File: config.mk
export PLATFORM = sky130hd
export DESIGN_NAME = cam_emu_tx
export DESIGN_NICKNAME = d
export VERILOG_FILES = /design/src/rtl/cam_emu_tx.sv
export SDC_FILE = /design/constraint.sdc
export NUM_CORES = 1
export LEC_CHECK = 0
export ABC_CLOCK_PERIOD_IN_PS = 4900
export CAP_MARGIN = 20
export CORE_UTILIZATION = 45
export DETAILED_ROUTE_END_ITERATION = 12
export PLACE_DENSITY = 0.64
export SLEW_MARGIN = 20
export SYNTH_ARGS = -nofsm -noshare
export SYNTH_HDL_FRONTEND = slang
export SYNTH_SLANG_ARGS = --single-unit
File: constraint.sdc
create_clock -name clk -period 4.9 [get_ports clk]
set_input_delay 0.98 -clock clk [delete_from_list [all_inputs] [get_ports clk]]
set_output_delay 0.98 -clock clk [all_outputs]
set_load 0.02 [all_outputs]
File: src/rtl/cam_emu_tx.sv
// Synthetic OV7670-style parallel bus source: pclk/vsync/href/px_data with test patterns.
// Optional frame byte checksum enabled by defining CAMEMU_CHECKSUM_EN.
module cam_emu_tx #(
  parameter int H_ACTIVE    = 160,
  parameter int V_ACTIVE    = 120,
  parameter int H_BLANK     = 144,
  parameter int VSYNC_LINES = 3,
  parameter int V_BACK      = 17,
  parameter int V_FRONT     = 10
) (
  input  logic        clk,
  input  logic        rst,
  input  logic        run,
  input  logic [1:0]  pat_sel,
  input  logic [15:0] solid_rgb565,
  output logic        pclk,
  output logic        vsync,
  output logic        href,
  output logic [7:0]  px_data,
  output logic        frame_done,
  output logic [15:0] frame_cnt,
  output logic [15:0] checksum
);

  typedef enum logic [2:0] {S_IDLE, S_VSYNC, S_VBACK, S_ACTIVE, S_VFRONT} state_t;

  localparam int          L        = 2 * H_ACTIVE + H_BLANK;
  localparam logic [15:0] COL_LAST = 16'(L - 1);
  localparam logic [15:0] HREF_LEN = 16'(2 * H_ACTIVE);
  localparam logic [15:0] BAR_W    = 16'((H_ACTIVE / 8 > 0) ? H_ACTIVE / 8 : 1);

  state_t      state_q, state_d;
  logic        pclk_q;
  logic [15:0] col_q, col_d, line_q, line_d, pix_q, pix_d;
  logic [1:0]  pat_q, pat_d;
  logic [15:0] solid_q, solid_d;
  logic        vsync_q, vsync_d, href_q, href_d;
  logic [7:0]  px_q, px_d;
  logic        done_q, done_d;
  logic [15:0] fcnt_q, fcnt_d;

  logic        tick, end_line, end_phase, frame_start;
  logic [15:0] last_line, x, pixel;
  logic [2:0]  bar_idx;

  // pclk is high on the edge where it falls, so that edge is the tick.
  assign tick = pclk_q;

  always_comb begin
    last_line = '0;
    case (state_q)
      S_VSYNC:  last_line = 16'(VSYNC_LINES - 1);
      S_VBACK:  last_line = 16'(V_BACK - 1);
      S_ACTIVE: last_line = 16'(V_ACTIVE - 1);
      S_VFRONT: last_line = 16'(V_FRONT - 1);
      default:  last_line = '0;
    endcase
  end

  assign end_line  = (col_q == COL_LAST);
  assign end_phase = end_line && (line_q == last_line);

  always_comb begin
    state_d     = state_q;
    col_d       = col_q;
    line_d      = line_q;
    pix_d       = pix_q;
    pat_d       = pat_q;
    solid_d     = solid_q;
    fcnt_d      = fcnt_q;
    done_d      = 1'b0;
    frame_start = 1'b0;
    if (tick) begin
      if (state_q == S_IDLE) begin
        frame_start = run;
      end else begin
        col_d = end_line ? 16'd0 : col_q + 16'd1;
        if (end_line) line_d = line_q + 16'd1;
        // Advance the pixel index once the second byte of a pixel has gone out.
        if (href_q && col_q[0]) pix_d = pix_q + 16'd1;
        if (end_phase) begin
          line_d = '0;
          case (state_q)
            S_VSYNC:  state_d = S_VBACK;
            S_VBACK:  state_d = S_ACTIVE;
            S_ACTIVE: state_d = S_VFRONT;
            default: begin
              done_d      = 1'b1;
              fcnt_d      = fcnt_q + 16'd1;
              state_d     = S_IDLE;
              frame_start = run;
            end
          endcase
        end
      end
      if (frame_start) begin
        state_d = S_VSYNC;
        col_d   = '0;
        line_d  = '0;
        pix_d   = '0;
        pat_d   = pat_sel;
        solid_d = solid_rgb565;
      end
    end
  end

  // Bus values are built from next-state counters so they register on the same tick.
  assign x       = {1'b0, col_d[15:1]};
  assign bar_idx = 3'(x / BAR_W);

  always_comb begin
    pixel = '0;
    case (pat_q)
      2'd0: begin
        case (bar_idx)
          3'd0:    pixel = 16'hFFFF;
          3'd1:    pixel = 16'hFFE0;
          3'd2:    pixel = 16'h07FF;
          3'd3:    pixel = 16'h07E0;
          3'd4:    pixel = 16'hF81F;
          3'd5:    pixel = 16'hF800;
          3'd6:    pixel = 16'h001F;
          default: pixel = 16'h0000;
        endcase
      end
      2'd1:    pixel = {x[7:3], 6'd0, line_d[6:2]};
      2'd2:    pixel = pix_d;
      default: pixel = solid_q;
    endcase
  end

  assign vsync_d = (state_d == S_VSYNC);
  assign href_d  = (state_d == S_ACTIVE) && (col_d < HREF_LEN);
  assign px_d    = href_d ? (col_d[0] ? pixel[7:0] : pixel[15:8]) : 8'h00;

  always_ff @(posedge clk or negedge rst) begin
    if (!rst) begin
      state_q <= S_IDLE;
      pclk_q  <= 1'b0;
      col_q   <= '0;
      line_q  <= '0;
      pix_q   <= '0;
      pat_q   <= '0;
      solid_q <= '0;
      vsync_q <= 1'b0;
      href_q  <= 1'b0;
      px_q    <= '0;
      done_q  <= 1'b0;
      fcnt_q  <= '0;
    end else begin
      state_q <= state_d;
      pclk_q  <= ~pclk_q;
      col_q   <= col_d;
      line_q  <= line_d;
      pix_q   <= pix_d;
      pat_q   <= pat_d;
      solid_q <= solid_d;
      vsync_q <= vsync_d;
      href_q  <= href_d;
      px_q    <= px_d;
      done_q  <= done_d;
      fcnt_q  <= fcnt_d;
    end
  end

`ifdef CAMEMU_CHECKSUM_EN
  logic [15:0] acc_q, acc_d, acc_sum, cks_q, cks_d;

  always_comb begin
    acc_sum = acc_q;
    if (tick && href_q) acc_sum = acc_q + {8'h00, px_q};
    acc_d = frame_start ? 16'd0 : acc_sum;
    cks_d = done_d ? acc_sum : cks_q;
  end

  always_ff @(posedge clk or negedge rst) begin
    if (!rst) begin
      acc_q <= '0;
      cks_q <= '0;
    end else begin
      acc_q <= acc_d;
      cks_q <= cks_d;
    end
  end

  assign checksum = cks_q;
`else
  assign checksum = 16'h0000;
`endif

  assign pclk       = pclk_q;
  assign vsync      = vsync_q;
  assign href       = href_q;
  assign px_data    = px_q;
  assign frame_done = done_q;
  assign frame_cnt  = fcnt_q;

endmodule

# Word level (Yosys, flattened, before mapping)
# Index checks and enable logic that the tools add are counted.
classes:
  multipliers: 0
  div: 1
  reduce_logical: 11
  bitwise_logic: 3
  magnitude_cmp: 1
  n_eq_ne: 17
  shift: 0
  addsub: 4
  muxes: 31
ops:
  columns: ["operator", "n"]
  rows:
  - ["16-bit 2-to-1 mux", 12]
  - ["16-bit one-hot mux with 7 select lines", 1]
  - ["16-bit by 1-bit adder with 16-bit output (second input constant)", 4]
  - ["16-bit one-hot mux with 3 select lines", 1]
  - ["7-bit one-hot mux with 4 select lines", 1]
  - ["15-bit by 5-bit divider with 16-bit output (second input constant)", 1]
  - ["16-bit by 7-bit == test with 1-bit output", 1]
  - ["16-bit by 9-bit == test with 1-bit output (second input constant)", 1]
  - ["16-bit by 9-bit less-than comparator with 1-bit output (second input constant)", 1]
  - ["8-bit 2-to-1 mux", 2]
  - ["3-bit by 2-bit == test with 1-bit output (second input constant)", 5]
  - ["3-bit == test (second input constant)", 4]
  - ["3-bit 2-to-1 mux", 4]
  - ["3-bit by 1-bit == test with 1-bit output (second input constant)", 3]
  - ["3-bit one-hot mux with 3 select lines", 1]
  - ["1-bit 2-to-1 mux", 8]
  - ["7-bit 2-to-1 mux", 1]
  - ["3-bit logical NOT", 2]
  - ["4-bit AND reduction", 1]
  - ["1-bit logical AND", 3]
  - ["1-bit NOT", 3]
  - ["3-bit AND reduction", 1]
  - ["3-bit nonzero test", 1]
  - ["3-bit OR reduction", 1]
  - ["other kinds (5)", 5]
word_totals:
  wordCells: 81
  n_memories: 0
  ramBits: 0
  output_inout_bits: 44
  in_bits: 21
  register_bits: 97
  latchBits: 0
  romBits: 0

# Longest topological paths before layout
# Gate-level depths: netlist of the first run.
logic_depth:
  depth_word: 15
  depth_mapped: 22
  mapped_depth_nobuf: 19

# Worst setup path after synthesis of the first run
# Ideal clock, no wire load.
synth_timing:
  kind: "reg-to-reg"
  from: "register col_q[6]"
  to: "register px_q[4] (netlist: px_data[4])"
  arrival_ps: 4261
  slack_ps: 505
  stages_incl_launch_ff: 22
  path_buffers: 4
  path_cell_list: "dfrtp_1 buf_2 nand3_1 or4_1 buf_2 o31a_1 o21a_1 buf_6 o211ai_1 o2111ai_2 and2_4 buf_6 a31oi_4 o2111ai_2 o2bb2ai_2 maj3_2 a22oi_1 a21oi_1 a221oi_2 a31oi_4 a221oi_2 o32ai_1"
synth_via:
  elab_chain_len: 13
synth_rtl:
  columns: ["element", "line_no", "source"]
  rows:
  - ["start, declared", "34", "logic [15:0] col_q, col_d, line_q, line_d, pix_q, pix_d;"]
  - ["start signal, assigned", "153", "col_q <= col_d;"]
  - ["parallel branches: the longest is 12 deep, another holds 16-bit by 1-bit adder with 16-bit output", null, null]
  - ["8-bit 2-to-1 mux *", "134", "assign px_d = href_d ? (col_d[0] ? pixel[7:0] : pixel[15:8]) : 8'h00;"]
  - ["via px_d[4]", "38", "logic [7:0] px_q, px_d;"]
  - ["end signal, assigned", "160", "px_q <= px_d;"]
  - ["end, declared", "38", null]
# Mark *: on every way through the listed nets, which the timed path passes. The select of a mux whose other input is x is not followed.
# A chain may end at the register's enable or synchronous reset.

# Final worst setup path of the first run
layout_timing:
  from: "input port run"
  to: "register px_q[0] (netlist: px_data[0])"
layout_via:
  elab_chain_len: 12
layout_rtl:
  columns: ["element", "line_no", "source"]
  rows:
  - ["start, declared", "13", "input logic run,"]
  - ["1-bit 2-to-1 mux", "83", "case (state_q)"]
  - ["1-bit 2-to-1 mux", "81", "if (end_phase) begin"]
  - ["1-bit 2-to-1 mux *", "74", "if (state_q == S_IDLE) begin"]
  - ["1-bit 2-to-1 mux *", "73", "if (tick) begin"]
  - ["16-bit 2-to-1 mux *", "96", "if (frame_start) begin"]
  - ["16-bit 2-to-1 mux *", "73", null]
  - ["via col_d[13]", "34", null]
  - ["15-bit by 5-bit divider with 16-bit output", "109", "assign bar_idx = 3'(x / BAR_W);"]
  - ["3-bit == test, or another cell as far along", "115", "case (bar_idx)"]
  - ["16-bit one-hot mux with 7 select lines", "115", null]
  - ["16-bit one-hot mux with 3 select lines", "113", "case (pat_q)"]
  - ["8-bit 2-to-1 mux", "134", null]
  - ["8-bit 2-to-1 mux *", "134", null]
  - ["via px_d[0]", "38", null]
# The timed path passes the listed nets; every way through them passes the cells marked *. The select of a mux whose other input is x is not followed.

==> metrics, run 1 <==
status=finished clean; min-delay src=frame_cnt[15]$_DFFE_PN0P_; final worst setup slack=0.0779 ns; ys async rst share=1.00; Pwr per Cell Area=309 mW/mm²; Die Height=121 µm; total CTS buffers=9; routability cong.=0.938; sequential share of power=0.399; worst rel slew slack=0.439; ys flop type=dfrtp_1; Die W=121 µm; post-synth cell types=87; Worst-path clk slew=0.07 ns; # diodes=0; clk_lat worst skew=0.35 ns; Clock Tree Buf Depth=2; maximum fanout along the worst path=9; GR Util met3=0.0382; Final Net Count=844; CP Data Arrival Time=5.08 ns; dpl ws=-0.388 ns; RR Endpoint=px_data[0]$_DFF_PN0_; Clock Skews=0.00728 ns; Initial DRT Pass Iterations=5; Initial Utilization=0.469; Hold Violations, Final=0; HPWL after DPL=12000 µm; Core Rows=42; WL/cell=16.6 µm; Crit Reg-Reg Startpoint=col_q[8]$_DFF_PN0_; final instance area=0.00792 mm²; worst hold path type=reg -> reg; IO Port Bufs=48; total power after layout=0.00245 W; CP startpoint kind=input pin; Switch Pwr=0.000850 W; Synth Register Bits=97; core area=0.0135 mm²; DRC=0; I/O pin count=65; Area Overhead vs Synth=24.9%; switching share of total power=0.347; Synth Cell Area=0.00634 mm²; Setup CP Type=in -> reg; fin crit period=4.82 ns; worst hold endpoint=frame_cnt[15]$_DFFE_PN0P_; initial antenna violation count=0; CP endpoint kind=flop; largest net degree at the start of global routing=60; CTS root buf=clkbuf_16; initial detailed-routing violation count=398; final core utilization=0.586; H-tree depth=3; most frequent cells in the layout=91 x dfrtp_1, 83 x nand2_1, 80 x buf_4; max-slew violations=0; die area=0.0146 mm²; r2r worst-path depth=19; Tcrit/Tclk final=0.984; met2 Track Usage GR=0.372; CTS tree=done; Cell Int Power=0.00160 W; vias in the first global route=5480; Via Count=5855; cells after synthesis=718; Hold WS=0.478 ns; VDD IR-drop max=0.196 mV; Vias/cell=5.86; Antenna Nets Post-Route=0; Post-synth EDFFs=0; Seq/Total Area, Yosys=0.383; leak pwr=3.39 nW; GRT Residual Overflow=0; hold path cells=1; most common cell after layout, fill and taps aside=dfrtp_1; met1 usage=0.312; global-route wire length before repair=26900 µm; Synth Warn #=0; GRT Total Usage=0.231; r2r setup slk=0.11 ns; global route hottest layer=met2; Comb pwr share=0.312; Layout fillers=1145; required time worst endpoint=5.16 ns; WL final=16600 µm; Fmax achieved=207 MHz; Slew @ Worst Pin=0.842 ns; count of final setup violators=0; placement-stage cell area=0.00731 mm²; Synth Area per Inst=8.83 µm²; layout cells sized above 1=0.239; Max-Cap Viols=0; Clk network pwr share=0.288; clk sink count=97
[logic make-up after synthesis]
| kind of cell | synth area share |
|---|---|
| adders and majority gates | 0.00967 |
| buffers and inverters | 0.0650 |
| DFF | 0.383 |
| muxes | 0.0367 |
| AOI/OAI and AO/OA | 0.222 |
| and+or+nand+nor | 0.228 |
| xor gates and xnor gates | 0.0553 |
| other | 0.000592 |
[worst max-delay path, stage by stage]
cell	delay, ns
clkdlybuf4s50_1	0.50
nand2_2	0.09
o21ai_4	0.09
o21a_1	0.20
buf_12	0.15
clkinv_8	0.07
o21ai_1	0.25
a31oi_2	0.21
nor3_4	0.23
a2bb2oi_1	0.28
o211ai_1	0.18
o2bb2ai_2	0.20
maj3_2	0.34
a22o_1	0.21
nor2_2	0.17
buf_4	0.17
a221oi_4	0.08
a31oi_4	0.31
a221oi_2	0.08
o32ai_2	0.28
[power by group through the flow]
stage | logic, W | clock network, W | registers, W
after global routing | 0.000838 | 0.000755 | 0.000992
after CTS | 0.000681 | 0.000722 | 0.000973
after detailed placement | 0.000676 | 0 | 0.000987
after global placement | 0.000657 | 0 | 0.000983
final | 0.000765 | 0.000706 | 0.000978
after floorplan | 0.000521 | 0 | 0.000945
[layout make-up]
class / count / area [µm²] / area share
multi-input combinational: 559 / 3770 / 0.476
sequential: 97 / 2430 / 0.308
clock inverter: 5 / 47.5 / 0.00601
inverter: 24 / 104 / 0.0131
tap: 176 / 220 / 0.0278
clock buffer: 11 / 253 / 0.0319
timing repair buffer: 128 / 1090 / 0.138
[sequential cells by signal, indices dropped and copies added (netlist names), 2 cells and up]
signal,count
col_q,16
frame_cnt,16
line_q,16
pat_q,2
pix_q,16
px_data,8
solid_q,16
state_q,3
[Yosys cell counts (14+ instances only)]
master / instances / area, µm²
o31ai_1: 19 / 143
nand3_1: 27 / 135
nand2_1: 84 / 315
dfrtp_1: 97 / 2430
inv_1: 16 / 60.1
clkbuf_1: 25 / 93.8
mux2_2: 18 / 203
nor2_1: 73 / 274
xnor2_1: 20 / 175
buf_4: 16 / 120
a21oi_1: 31 / 155
xor2_1: 20 / 175
o21ai_0: 37 / 185
nand4_1: 17 / 106
and3_1: 14 / 87.6
[what timing repair did]
item / CTS / global route
pin swaps: 0 / 19
setup buffers: 0 / 12
hold buffers: 0 / 0
gates resized for setup: 2 / 45
gates cloned: 0 / 1
endpoints found under the setup margin: 5 / 8
[layer usage]
| metal | vias to the layer above | share of wire |
|---|---|---|
| met4 | 0 | 0.024 |
| met5 | - | 0 |
| met1 | 2802 | 0.44 |
| met3 | 45 | 0.053 |
| met2 | 205 | 0.48 |
| li1 | 2803 | - |
[through the flow]
stage,setup TNS (ns),instances
floorplan,0,733
global placement,-1.00,971
detailed placement,-2.49,971
CTS,0,987
global route,-0.509,1000
finish,0,1000
[worst max path at each step]
stage / startpoint / endpoint / depth (start not counted)
2_1_floorplan: col_q[6]$_DFF_PN0_ / px_data[4]$_DFF_PN0_ / 21
3_5_place_dp: run / px_data[0]$_DFF_PN0_ / 18
6_report: run / px_data[0]$_DFF_PN0_ / 20
5_1_grt: col_q[12]$_DFF_PN0_ / px_data[4]$_DFF_PN0_ / 20
3_3_place_gp: run / px_data[0]$_DFF_PN0_ / 21
4_1_cts: col_q[0]$_DFF_PN0_ / px_data[0]$_DFF_PN0_ / 20
Power figures use the tool's default switching activity.
==> run 2, diff against run 1 <==
--- a/config.mk
+++ b/config.mk
@@ -10,6 +10,7 @@
 export CORE_UTILIZATION = 45
 export DETAILED_ROUTE_END_ITERATION = 12
 export PLACE_DENSITY = 0.64
+export SETUP_SLACK_MARGIN = 0.15
 export SLEW_MARGIN = 20
 export SYNTH_ARGS = -nofsm -noshare
 export SYNTH_HDL_FRONTEND = slang
==> metrics, run 2 (synthesis gave the netlist of run 1 again) <==
status=finished clean (unchanged); crit path cell chain=buf_4 > or3_1 > nand2b_4 > buf_4 > o211ai_1 > buf_4 > buf_4 > o31a_1 > a311o_1 > o41ai_2 > a31oi_1 > o31a_1 > nor2_4 > buf_4 > nand2_2 > o32ai_2 > a221oi_2 > buf_4 > a221oi_4 > a31oi_4 > a221oi_2 > o32ai_2 (was clkdlybuf4s50_1 > nand2_2 > o21ai_4 > o21a_1 > buf_12 > clkinv_8 > o21ai_1 > a31oi_2 > nor3_4 > a2bb2oi_1 > o211ai_1 > o2bb2ai_2 > maj3_2 > a22o_1 > nor2_2 > buf_4 > a221oi_4 > a31oi_4 > a221oi_2 > o32ai_2); Via Count=5890 (was 5855); die area=0.0146 mm² (unchanged); worst hold path type=reg -> reg (unchanged); final core utilization=0.600 (was 0.586); dpl ws=-0.388 ns (unchanged); most frequent cells in the layout=89 x dfrtp_1, 87 x buf_4, 81 x nand2_1 (was 91 x dfrtp_1, 83 x nand2_1, 80 x buf_4); RSZ-0062 raised after global routing=true; Area Overhead vs Synth=27.8% (was 24.9%); VDD IR-drop max=0.192 mV (was 0.196 mV); Layout fillers=1122 (was 1145); Core Rows=42 (unchanged); HPWL after DPL=12000 µm (unchanged); Cells after DPL=971 (unchanged); GR Util met3=0.0373 (was 0.0382); CP endpoint kind=flop (unchanged); initial detailed-routing violation count=402 (was 398); Die Height=121 µm (unchanged); Post-Layout Cell Count=1008 (was 1000); Slowest cell on crit path=or3_1 (was clkdlybuf4s50_1); Initial Utilization=0.469 (unchanged); required time worst endpoint=5.13 ns (was 5.16 ns); core area=0.0135 mm² (unchanged); # diodes=0 (unchanged); Initial DRT Pass Iterations=5 (unchanged); routability cong.=0.938 (unchanged); Fmax achieved=212 MHz (was 207 MHz); global-route wire length before repair=26900 µm (about the same); total power after layout=0.00253 W (was 0.00245 W); final instance area=0.00810 mm² (was 0.00792 mm²); GRT Residual Overflow=0 (unchanged); clk sink count=97 (unchanged); global route hottest layer=met2 (unchanged); Final Net Count=852 (was 844); CTS Hold Bufs=0 (unchanged); CP startpoint kind=flop (was input pin); met2 Track Usage GR=0.372 (about the same); worst rel slew slack=0.416 (was 0.439); initial antenna violation count=0 (unchanged); I/O pin count=65 (unchanged); max-slew violations=0 (unchanged); clk_lat worst skew=0.36 ns (was 0.35 ns); Clock Tree Buf Depth=2 (unchanged); CTS tree=done (unchanged); Worst-path clk slew=0.07 ns (about the same); GRT Total Usage=0.231 (about the same); maximum fanout along the worst path=6 (was 9); fin crit period=4.71 ns (was 4.82 ns); layout cells sized above 1=0.264 (was 0.239); leak pwr=3.45 nW (was 3.39 nW); Vias/cell=5.84 (was 5.86); largest net degree at the start of global routing=60 (unchanged); Tcrit/Tclk final=0.961 (was 0.984); Clock Skews=0.00881 ns (was 0.00728 ns); Slew @ Worst Pin=0.877 ns (was 0.842 ns); H-tree depth=3 (unchanged); Setup CP Type=reg -> reg (was in -> reg); DRC=0 (unchanged); WL final=16900 µm (was 16600 µm); CTS root buf=clkbuf_16 (unchanged); count of final setup violators=0 (unchanged); vias in the first global route=5487 (was 5480); WL/cell=16.8 µm (was 16.6 µm); Die W=121 µm (unchanged); cell repeated most along the worst path=buf_4; CP Data Arrival Time=4.94 ns (was 5.08 ns); Pwr per Cell Area=312 mW/mm² (was 309 mW/mm²); final worst setup slack=0.191 ns (was 0.0779 ns); placement-stage cell area=0.00731 mm² (unchanged); most common cell after layout, fill and taps aside=dfrtp_1 (unchanged); Antenna Nets Post-Route=0 (unchanged); Max-Cap Viols=0 (unchanged); Hold Violations, Final=0 (unchanged); met1 usage=0.312 (about the same); Worst path max stage delay=0.43 ns (was 0.50 ns); total CTS buffers=9 (unchanged); IO Port Bufs=48 (unchanged)
## run 2: cell count changes in the layout (fill, tap and decap cells not counted), sizes merged
cell | before | now
dlymetal6s2s | 0 | 1
buf | 81 | 89
clkdlybuf4s50 | 47 | 46
## run 2: worst paths after layout
check | end | slack [ns] | cells past startpoint | startpoint
worst min-delay path | frame_cnt[15]$_DFFE_PN0P_ | 0.48 | 1 | frame_cnt[15]$_DFFE_PN0P_
max in group asynchronous | col_q[2]$_DFF_PN0_ | 3.15 | 2 | rst
min in group asynchronous | line_q[13]$_DFFE_PN0P_ | 0.69 | 1 | rst
worst max register to register | px_data[0]$_DFF_PN0_ | 0.19 | 22 | state_q[1]$_DFF_PN0_
worst min register to register | frame_cnt[15]$_DFFE_PN0P_ | 0.48 | 1 | frame_cnt[15]$_DFFE_PN0P_
worst max-delay path | px_data[0]$_DFF_PN0_ | 0.19 | 22 | state_q[1]$_DFF_PN0_
## run 2: metal layers
layer | vias up | share of wire
met2 | 197 | 0.48
met1 | 2848 | 0.45
met3 | 35 | 0.047
met4 | 0 | 0.026
met5 | - | 0
li1 | 2810 | -
## run 2: per-stage QoR
step	TNS, ns	hold WS, ns
final	0	0.478
after global routing	-0.302	0.518
after CTS	0	0.480
after detailed placement	-2.49	0.466
after global placement	-1.00	0.461
after floorplan	0	0.459
## run 2: repair_timing
| item | 4_1_cts | 5_1_grt |
|---|---|---|
| pin swaps | 4 | 36 |
| setup buffers | 0 | 20 |
| resized for setup | 9 | 61 |
| setup endpoints to repair | 8 | 8 |
| gates cloned | 0 | 1 |
## run 2: final cells by class
cell class | count | area (µm²) | share of cell area
Sequential cell | 97 | 2440 | 0.301
Clock buffer | 11 | 253 | 0.0312
Timing Repair Buffer | 136 | 1160 | 0.143
Clock inverter | 5 | 47.5 | 0.00587
Tap cell | 176 | 220 | 0.0272
Inverter | 24 | 104 | 0.0128
Multi-Input combinational cell | 559 | 3880 | 0.479
## run 2: critical path, delay by kind of cell (launching register included)
kind / cells / cell delay (ns)
simple gates: 4 / 0.79
flops: 1 / 0.41
buf+inv: 6 / 0.94
compound gates: 12 / 2.44
## run 2: power by group
| group | internal, W | total (W) | switching (W) |
|---|---|---|---|
| registers | 0.000888 | 0.000985 | 0.0000970 |
| logic | 0.000375 | 0.000837 | 0.000462 |
| clock network | 0.000381 | 0.000707 | 0.000326 |
